<file path="config.mk">
export PLATFORM = sky130hd
export DESIGN_NAME = bcd_clock_scan_core_flat
export DESIGN_NICKNAME = d
export VERILOG_FILES = /design/src/rtl/bcd_clock_scan_core_if.sv /design/src/rtl/bcd_clock_scan_core.sv /design/src/flat_wrapper.sv
export SDC_FILE = /design/constraint.sdc
export NUM_CORES = 1
export LEC_CHECK = 0
export BUFFER_PORTS_ARGS = -buffer_cell sky130_fd_sc_hd__buf_2
export CORE_ASPECT_RATIO = 0.75
export CORE_MARGIN = 5
export CORE_UTILIZATION = 45
export DETAILED_ROUTE_END_ITERATION = 10
export GPL_ROUTABILITY_DRIVEN = 1
export PLACE_DENSITY = 0.65
export RECOVER_POWER = 100
export SETUP_SLACK_MARGIN = 0.15
export SYNTH_ARGS = -nofsm -noshare
export SYNTH_HDL_FRONTEND = slang
export SYNTH_SLANG_ARGS = --single-unit
export TNS_END_PERCENT = 100
</file>
<file path="constraint.sdc">
create_clock -name clk -period 2.65 [get_ports clk]
set_input_delay 0.795 -clock clk [delete_from_list [all_inputs] [get_ports clk]]
set_output_delay 0.795 -clock clk [all_outputs]
set_load 0.05 [all_outputs]
</file>
<file path="src/rtl/bcd_clock_scan_core_if.sv">
// Bus bundle for bcd_clock_scan_core: service-side requests in, time/alarm/display out.
// master = service FSM / board side, slave = the timekeeping core.
interface bcd_clock_scan_core_if;
  logic        tick_en;
  logic        load;
  logic [15:0] load_value;
  logic        alarm_arm;
  logic [15:0] alarm_value;
  logic        alarm_clr;
  logic [15:0] time_bcd;
  logic        tick;
  logic        load_err;
  logic        alarm_armed;
  logic        alarm_hit;
  logic [7:0]  seg;
  logic [3:0]  anode;

  modport master (
    output tick_en, load, load_value, alarm_arm, alarm_value, alarm_clr,
    input  time_bcd, tick, load_err, alarm_armed, alarm_hit, seg, anode
  );

  modport slave (
    input  tick_en, load, load_value, alarm_arm, alarm_value, alarm_clr,
    output time_bcd, tick, load_err, alarm_armed, alarm_hit, seg, anode
  );
endinterface

</file>
<file path="src/rtl/bcd_clock_scan_core.sv">
// 4-digit packed-BCD timekeeper with validated load, armed alarm and multiplexed 7-seg scan.
// Optional macro ALARM_BLINK_EN: blank the display at a BLINK_DIV-rotation rate while alarm_hit=1.
module bcd_clock_scan_core #(
  parameter int unsigned TICK_DIV  = 1,
  parameter int unsigned SCAN_DIV  = 4,
  parameter int unsigned UPPER_MAX = 59,
  parameter int unsigned BLINK_DIV = 8
) (
  input logic                   clk,
  input logic                   resetn,
  bcd_clock_scan_core_if.slave  bus
);

  localparam int unsigned PW = (TICK_DIV > 1) ? $clog2(TICK_DIV) : 1;
  localparam int unsigned SW = (SCAN_DIV > 1) ? $clog2(SCAN_DIV) : 1;
  localparam logic [7:0]  UMAX_BCD = {4'(UPPER_MAX / 10), 4'(UPPER_MAX % 10)};

  if (TICK_DIV < 1 || SCAN_DIV < 1 || BLINK_DIV < 1 || UPPER_MAX > 99) begin : g_param_check
    $error("bcd_clock_scan_core: illegal parameter value");
  end

  function automatic logic [15:0] bcd_inc(input logic [15:0] t);
    logic [3:0] d0, d1, d2, d3;
    {d3, d2, d1, d0} = t;
    if (d0 != 4'd9) d0 = d0 + 4'd1;
    else begin
      d0 = '0;
      if (d1 != 4'd5) d1 = d1 + 4'd1;
      else begin
        d1 = '0;
        if ({d3, d2} == UMAX_BCD) {d3, d2} = '0;
        else if (d2 != 4'd9) d2 = d2 + 4'd1;
        else begin
          d2 = '0;
          d3 = d3 + 4'd1;
        end
      end
    end
    return {d3, d2, d1, d0};
  endfunction

  // Digit-wise BCD compare of the upper field is numerically ordered once each digit is <= 9.
  function automatic logic bcd_valid(input logic [15:0] v);
    return (v[3:0] <= 4'd9) && (v[7:4] <= 4'd5) && (v[11:8] <= 4'd9) &&
           (v[15:12] <= 4'd9) && (v[15:8] <= UMAX_BCD);
  endfunction

  function automatic logic [6:0] seg7(input logic [3:0] d);
    case (d)
      4'd0:    return 7'b0111111;
      4'd1:    return 7'b0000110;
      4'd2:    return 7'b1011011;
      4'd3:    return 7'b1001111;
      4'd4:    return 7'b1100110;
      4'd5:    return 7'b1101101;
      4'd6:    return 7'b1111101;
      4'd7:    return 7'b0000111;
      4'd8:    return 7'b1111111;
      4'd9:    return 7'b1101111;
      default: return 7'b0000000;
    endcase
  endfunction

  logic [15:0]   time_q, time_d, alarm_q, alarm_d, time_inc;
  logic [PW-1:0] pre_q, pre_d;
  logic [SW-1:0] scan_q, scan_d;
  logic [1:0]    idx_q, idx_d;
  logic          tick_q, tick_d, lerr_q, lerr_d, armed_q, armed_d, hit_q, hit_d;
  logic [7:0]    seg_q, seg_d;
  logic [3:0]    anode_q, anode_d, digit;
  logic          pre_wrap, scan_wrap, adv;
`ifdef ALARM_BLINK_EN
  localparam int unsigned BW = (BLINK_DIV > 1) ? $clog2(BLINK_DIV) : 1;
  logic [BW-1:0] blink_q, blink_d;
  logic          phase_q, phase_d;
`endif

  always_comb begin
    time_d    = time_q;
    pre_d     = pre_q;
    lerr_d    = 1'b0;
    time_inc  = bcd_inc(time_q);
    pre_wrap  = (pre_q == PW'(TICK_DIV - 1));
    // Any load request, valid or not, blocks the prescaler and time advance for this cycle.
    adv       = bus.tick_en && !bus.load && pre_wrap;
    tick_d    = adv;
    if (bus.load) begin
      if (bcd_valid(bus.load_value)) begin
        time_d = bus.load_value;
        pre_d  = '0;
      end else begin
        lerr_d = 1'b1;
      end
    end else if (bus.tick_en) begin
      pre_d = pre_wrap ? '0 : pre_q + 1'b1;
      if (pre_wrap) time_d = time_inc;
    end

    armed_d = armed_q | bus.alarm_arm;
    alarm_d = bus.alarm_arm ? bus.alarm_value : alarm_q;
    hit_d   = bus.alarm_clr ? 1'b0 : (hit_q | (armed_q && adv && (time_inc == alarm_q)));

    scan_wrap = (scan_q == SW'(SCAN_DIV - 1));
    scan_d    = scan_wrap ? '0 : scan_q + 1'b1;
    idx_d     = scan_wrap ? idx_q + 2'd1 : idx_q;
    digit     = time_q[{idx_q, 2'b00} +: 4];
    seg_d     = {idx_q == 2'd2, seg7(digit)};
    anode_d   = ~(4'b0001 << idx_q);
`ifdef ALARM_BLINK_EN
    blink_d = blink_q;
    phase_d = phase_q;
    if (scan_wrap && idx_q == 2'd3) begin
      if (blink_q == BW'(BLINK_DIV - 1)) begin
        blink_d = '0;
        phase_d = ~phase_q;
      end else begin
        blink_d = blink_q + 1'b1;
      end
    end
    if (bus.alarm_clr) phase_d = 1'b0;
    if (hit_q && phase_q) anode_d = '1;
`endif
  end

  always_ff @(posedge clk or negedge resetn) begin
    if (!resetn) begin
      time_q  <= '0;
      alarm_q <= '0;
      pre_q   <= '0;
      scan_q  <= '0;
      idx_q   <= '0;
      tick_q  <= 1'b0;
      lerr_q  <= 1'b0;
      armed_q <= 1'b0;
      hit_q   <= 1'b0;
      seg_q   <= 8'b00111111;
      anode_q <= 4'b1110;
`ifdef ALARM_BLINK_EN
      blink_q <= '0;
      phase_q <= 1'b0;
`endif
    end else begin
      time_q  <= time_d;
      alarm_q <= alarm_d;
      pre_q   <= pre_d;
      scan_q  <= scan_d;
      idx_q   <= idx_d;
      tick_q  <= tick_d;
      lerr_q  <= lerr_d;
      armed_q <= armed_d;
      hit_q   <= hit_d;
      seg_q   <= seg_d;
      anode_q <= anode_d;
`ifdef ALARM_BLINK_EN
      blink_q <= blink_d;
      phase_q <= phase_d;
`endif
    end
  end

  assign bus.time_bcd    = time_q;
  assign bus.tick        = tick_q;
  assign bus.load_err    = lerr_q;
  assign bus.alarm_armed = armed_q;
  assign bus.alarm_hit   = hit_q;
  assign bus.seg         = seg_q;
  assign bus.anode       = anode_q;

endmodule

</file>
<file path="src/flat_wrapper.sv">
// flat-port wrapper written by rule: the top's interface ports become plain ports
module bcd_clock_scan_core_flat 
#(
  parameter int unsigned TICK_DIV  = 1,
  parameter int unsigned SCAN_DIV  = 4,
  parameter int unsigned UPPER_MAX = 59,
  parameter int unsigned BLINK_DIV = 8
)
  (clk, resetn, bus_tick_en, bus_load, bus_load_value, bus_alarm_arm, bus_alarm_value, bus_alarm_clr, bus_time_bcd, bus_tick, bus_load_err, bus_alarm_armed, bus_alarm_hit, bus_seg, bus_anode);
  bcd_clock_scan_core_if bus_i ();
  input logic clk;
  input logic resetn;
  input wire logic [$bits(bus_i.tick_en)-1:0] bus_tick_en;
  input wire logic [$bits(bus_i.load)-1:0] bus_load;
  input wire logic [$bits(bus_i.load_value)-1:0] bus_load_value;
  input wire logic [$bits(bus_i.alarm_arm)-1:0] bus_alarm_arm;
  input wire logic [$bits(bus_i.alarm_value)-1:0] bus_alarm_value;
  input wire logic [$bits(bus_i.alarm_clr)-1:0] bus_alarm_clr;
  output wire logic [$bits(bus_i.time_bcd)-1:0] bus_time_bcd;
  output wire logic [$bits(bus_i.tick)-1:0] bus_tick;
  output wire logic [$bits(bus_i.load_err)-1:0] bus_load_err;
  output wire logic [$bits(bus_i.alarm_armed)-1:0] bus_alarm_armed;
  output wire logic [$bits(bus_i.alarm_hit)-1:0] bus_alarm_hit;
  output wire logic [$bits(bus_i.seg)-1:0] bus_seg;
  output wire logic [$bits(bus_i.anode)-1:0] bus_anode;
  assign bus_i.tick_en = bus_tick_en;
  assign bus_i.load = bus_load;
  assign bus_i.load_value = bus_load_value;
  assign bus_i.alarm_arm = bus_alarm_arm;
  assign bus_i.alarm_value = bus_alarm_value;
  assign bus_i.alarm_clr = bus_alarm_clr;
  assign bus_time_bcd = bus_i.time_bcd;
  assign bus_tick = bus_i.tick;
  assign bus_load_err = bus_i.load_err;
  assign bus_alarm_armed = bus_i.alarm_armed;
  assign bus_alarm_hit = bus_i.alarm_hit;
  assign bus_seg = bus_i.seg;
  assign bus_anode = bus_i.anode;
  bcd_clock_scan_core #(.TICK_DIV(TICK_DIV), .SCAN_DIV(SCAN_DIV), .UPPER_MAX(UPPER_MAX), .BLINK_DIV(BLINK_DIV)) u_core (.clk(clk), .resetn(resetn), .bus(bus_i));
endmodule
</file>
# Word-level counts from Yosys, hierarchy flattened
# Memory sizes are Yosys's and may differ from the RTL's. A register that Yosys moved wholly into a read port is not among the register bits.
# Cells that the tools add are included.
# classes
addsub,7
order_cmp,5
eq_ne,9
n_shift,2
mux,23
n_bitwise,4
n_reduce_logical,13
# ops
op,count
2-to-1 mux 16 bit,4
2-to-1 mux 4 bit,11
"adder 4 x 1 -> 4 bit, second input constant",4
== test 16 bit,1
variable part select 16 x 5 -> 4 bit,1
"less-or-equal comparator 4 bit, second input constant",3
"== test 8 x 7 -> 1 bit, second input constant",1
"less-or-equal comparator 8 x 7 -> 1 bit, second input constant",1
logical AND 1 bit,8
"inequality test 4 bit, second input constant",2
2-to-1 mux 1 bit,7
"adder 2 x 1 -> 2 bit, second input constant",2
"== test 2 bit, second input constant",2
"less-or-equal comparator 4 x 3 -> 1 bit, second input constant",1
"inequality test 4 x 3 -> 1 bit, second input constant",1
NOT 4 bit,1
"<< shifter 1 x 2 -> 4 bit, first input constant",1
AND reduction 3 bit,1
logical NOT 1 bit,2
2-to-1 mux 2 bit,1
"inequality test 2 x 1 -> 1 bit, second input constant",1
"inequality test 2 bit, second input constant",1
bitwise OR 1 bit,2
AND reduction 2 bit,1
3 further kinds,3
# word_totals
ff_bits,53
mem_bits_ro,112
mem_count,1
# memory_table
memory,words,width,read_ports,rd_ports_with_merged_regs,wr,line_no,text
(no name shown),16,7,1,1,0,bcd_clock_scan_core.sv:49,case (d)

# Depth between registers and ports, before layout
# depth
word_depth,9
mapped_depth,9

# Least setup slack after synthesis
# No wires, ideal clock.
# synth_timing
path_type,register -> register
from,reg u_core.time_q[4] (netlist: u_core.bus.time_bcd[4])
to,reg u_core.hit_q (netlist: u_core.bus.alarm_hit)
setup_time_ns,0.092
t_arrival_ns,2.650
required_ns,2.558
path_slack_ns,-0.092
stages_incl_launch_ff,9
synth_period_minus_slack_ns,2.742
cell_sequence,dfrtp_1 > ha_1 > and3b_1 > buf_6 > nand3_4 > and3_1 > or4_1 > or4_1 > o31ai_2
# synth_via
elab_chain_len,7
word_cells_on_any_way,12
cone_classes,add/sub: 1; eq/ne: 2; mux: 7; bitwise: 1; reduce/logical: 1
# synth_lines
element,line_no,text
"start, declared",bcd_clock_scan_core.sv:64,"logic [15:0] time_q, time_d, alarm_q, alarm_d, time_inc;"
"start signal, assigned",bcd_clock_scan_core.sv:143,time_q <= time_d;
adder 4 x 1 -> 4 bit or inequality test 4 x 3 -> 1 bit (tied branches),bcd_clock_scan_core.sv:28,if (d1 != 4'd5) d1 = d1 + 4'd1;
2-to-1 mux 4 bit,bcd_clock_scan_core.sv:28,
2-to-1 mux 4 bit,bcd_clock_scan_core.sv:25,if (d0 != 4'd9) d0 = d0 + 4'd1;
== test 16 bit *,bcd_clock_scan_core.sv:101,hit_d = bus.alarm_clr ? 1'b0 : (hit_q | (armed_q && adv && (time_inc == alarm_q)));
logical AND 1 bit *,bcd_clock_scan_core.sv:101,
bitwise OR 1 bit *,bcd_clock_scan_core.sv:101,
2-to-1 mux 1 bit *,bcd_clock_scan_core.sv:101,
via u_core.hit_d,bcd_clock_scan_core.sv:68,"logic tick_q, tick_d, lerr_q, lerr_d, armed_q, armed_d, hit_q, hit_d;"
"end signal, assigned",bcd_clock_scan_core.sv:151,hit_q <= hit_d;
"end, declared",bcd_clock_scan_core.sv:68,
# The timed path passes the listed nets; every way through them passes the cells marked *.
# A chain may end at the register's enable or synchronous reset.

# Final worst setup path
# layout_timing
from,reg u_core.time_q[3] (netlist: u_core.bus.time_bcd[3])
to,reg u_core.hit_q (netlist: u_core.bus.alarm_hit)
# layout_via
elab_chain_len,6
word_cells_on_any_way,10
cone_classes,add/sub: 1; eq/ne: 2; mux: 5; bitwise: 1; reduce/logical: 1
# layout_lines
element,line_no
adder 4 x 1 -> 4 bit or inequality test 4 bit (tied branches),bcd_clock_scan_core.sv:25
2-to-1 mux 4 bit,bcd_clock_scan_core.sv:25
== test 16 bit *,bcd_clock_scan_core.sv:101
logical AND 1 bit *,bcd_clock_scan_core.sv:101
bitwise OR 1 bit *,bcd_clock_scan_core.sv:101
2-to-1 mux 1 bit *,bcd_clock_scan_core.sv:101
via u_core.hit_d,bcd_clock_scan_core.sv:68
# Marks and branches as above.

==> metrics.md <==
| Metric | Value |
|---|---|
| Distinct cells, synth | `64` |
| Yosys reg bits | `between 50 and 60` |
| Ratio of cells with drive above 1 in the final layout | `a little under a third` |
| Most instantiated cells after synthesis | `dfrtp_1 (43), o21ai_0 (23), nor2_1 (20)` |
| I/O pins | `70` |
| Worst setup path class | `reg -> reg` |
| N_diodes | `0` |
| GRT overflow | `0` |
| Vias in the first global route | `around 2600` |
| Area leader, netlist | `dfrtp_1` |
| Fin crit share | `roughly 94%` |
| CTS tree | `done` |
| Final min period | `around 2500 ps` |
| Nets | `between 400 and 500` |
| Worst-path maximum fanout | `9` |
| Maxcap violations | `0` |
| Max clock buf depth | `2` |
| Met1 Resource Use GR | `between 20 and 30%` |
| Mux cell area share after synthesis | `9.948%` |
| Met2 Track Usage GR | `between 20 and 30%` |
| Initial antenna violation count | `0` |
| Core area | `0.006799 mm2` |
| Worst-case clock skew | `12.55 ps` |
| WP data arrival | `between 2000 and 3000 ps` |
| Critical path capture point type | `register` |
| Power per cell area | `roughly 750 mW/mm2` |
| Port Buffers | `between 60 and 70` |
| Leak | `~1.6 nW` |
| Fillers | `637` |
| Synth Area in Adders | `about 6.8%` |
| Vias per std cell | `approximately 5.6` |
| Rows | `26` |
| Overall power consumption | `2.897 mW` |
| DR pass1 iterations | `4` |
| Die area | `approximately 0.009 mm2` |
| Routing usage on met3 | `3.963%` |
| DR iter-0 viols | `200` |
| Status | `finished clean` |
| Unrepaired setup endpoints after global routing | `no` |
| Ranking of synthesized cells by area | `dfrtp_1 (34%), dfstp_2 (7.5%), ha_1 (6.8%)` |
| Synth top area share | `34.22%` |
| Most common cell in the synthesized netlist | `dfrtp_1` |
| Starting Density | `between 40% and 50%` |
| Antenna-violating nets left | `0` |
| Max-slew violation count | `0` |
| Count of final hold-check violations | `0` |
| Seq/Total Area, Yosys | `41.74%` |
| Min-Delay Path Class | `reg -> reg` |
| DPL Wire Length | `approximately 6500 um` |
| Later-pin clock latency in the skew report | `320 ps` |
| Clock root buffer | `clkbuf_8` |
| Async set-reset flop share out of synthesis | `100.0%` |
| Synth Area in XOR/XNOR | `roughly 4.5%` |
| Syn Inst Count | `308` |
| Ys Warns | `0` |
| CP required | `2870 ps` |
| CTS clk-pin slew, worst paths | `roughly 110 ps` |
| Dpl ws | `about 120 ps` |
| Worst Slack Setup Final | `157.2 ps` |
| Final Util | `between 50% and 60%` |
| Num CTS Buffers | `5` |
| R2r setup slk | `between 150 and 200 ps` |
| Peak supply drop | `around 0.43 mV` |
| Gr usage total | `20.00%` |
| Post-detailed-routing wire length | `approximately 8500 um` |
| Wire per inst | `between 15 and 20 um` |
| Post-synth EDFFs | `0` |
| Die X-Extent | `around 110 um` |
| GR peak layer | `met2` |
| RePlAce Congestion | `0.8865` |
| Main combinational cell family by area after synthesis | `simple AND/OR/NAND/NOR gates` |
| Synthesized area per cell | `approximately 10 um2` |
| Vias post-DR | `roughly 2700` |
| Post-Synth Simple-Gate Area | `between 10% and 20%` |
| Worst Tran Pin Value | `approximately 1300 ps` |
| Setup TNS | `0 ps` |
| Die height | `~82 um` |
| Worst hold slack | `435.7 ps` |
| Area Growth Syn to Fin | `23.52%` |
| H-Tree Depth | `2` |
| Rel. slew slack | `12.94%` |
| Mapped Nets | `around 360` |
| # setup viols final | `0` |
| Sink Count | `52` |
| Synth Area in Compound Gates | `15.88%` |
| Post-synth top flop | `dfrtp_1` |
| Largest net degree at the start of global routing | `53` |
| Post-route DRC violation count | `0` |
| Hold_buf cts | `0` |
| Synthesized cell area | `about 0.0031 mm2` |
| First-pass GRT wire length | `around 14000 um` |
| Crit start category | `register` |
| Fmax | `between 400 and 500 MHz` |
[sequential cells by signal, summed over array words and instances, names as in the netlist]
register and count:
u_core.bus.alarm_armed 1, u_core.scan_q 2, u_core.bus.tick 1, u_core.bus.seg 8, u_core.bus.alarm_hit 1, u_core.bus.load_err 1, u_core.bus.anode 4, u_core.idx_q 2
u_core.bus.time_bcd 16, u_core.alarm_q 16
[per-layer routing]
metal  up-vias  share of wire (%)
met1      1293                 47
met5         -                  0
met3        17                8.3
met4         0                1.8
li1       1318                  -
met2       108                 43
[critical path: stages (launching register included)]
cell and delay [ps]:
dfrtp_1 480, and4bb_1 290, buf_4 190, nand4b_1 90, nand4_1 80, or4_1 530, or4_4 490, o31ai_2 250
[layout by cell type (no fill, tap or decap), types with 15 or more instances in the layout]
master,n
ha_1,15
clkbuf_1,37
inv_1,16
o21ai_0,21
buf_2,35
a21oi_1,15
buf_4,30
dfrtp_1,35
nand2_1,17
nor2_1,20
mux2_2,16
[path summary, 6_finish.rpt]
| path | end | cells past startpoint | start |
|---|---|---|---|
| min | u_core.scan_q[0] | 1 | u_core.scan_q[0] |
| max reg2reg | u_core.bus.alarm_hit | 7 | u_core.bus.time_bcd[3] |
| max | u_core.bus.alarm_hit | 7 | u_core.bus.time_bcd[3] |
| min in group asynchronous | u_core.alarm_q[0] | 2 | resetn |
| min reg2reg | u_core.scan_q[0] | 1 | u_core.scan_q[0] |
| max in group asynchronous | u_core.bus.time_bcd[13] | 2 | resetn |
[cell type report]
class,count,area [um2],area share (%)
timing repair buffer,103,544.3,14.01
clock inverter,3,23.77,0.6121
sequential,52,1323,34.05
multi-input combinational,224,1748,45.01
inverter,19,71.32,1.836
tap,84,105.1,2.706
clock buffer,5,68.82,1.772
[cells by family (layout without fill, tap and decap cells)]
group | after synthesis | in the layout
simple gates | 91 | 91
xor+xnor | 16 | 16
flops | 52 | 52
mux | 24 | 24
fa+ha+maj | 17 | 17
compound gates | 76 | 76
buf+inv | 32 | 130
[through the flow]
step / instances / cell area (um2)
6_report: 490 / 3884
5_1_grt: 490 / 3884
4_1_cts: 478 / 3802
3_5_place_dp: 469 / 3702
3_3_place_gp: 469 / 3702
2_1_floorplan: 308 / 3167
[report_power, final]
group	total (mW)	internal (mW)	switching [mW]
sequential	1.06	0.953	0.103
clock	0.470	0.188	0.282
combinational	1.37	0.464	0.908
total	2.90	1.60	1.29
[repair_timing]
action / 4_1_cts / 5_1_grt
buffers inserted: 1 / 12
resized for setup: 0 / 13
pin swaps: 0 / 3
setup endpoints to repair: 1 / 1
Power figures use the tool's default switching activity.
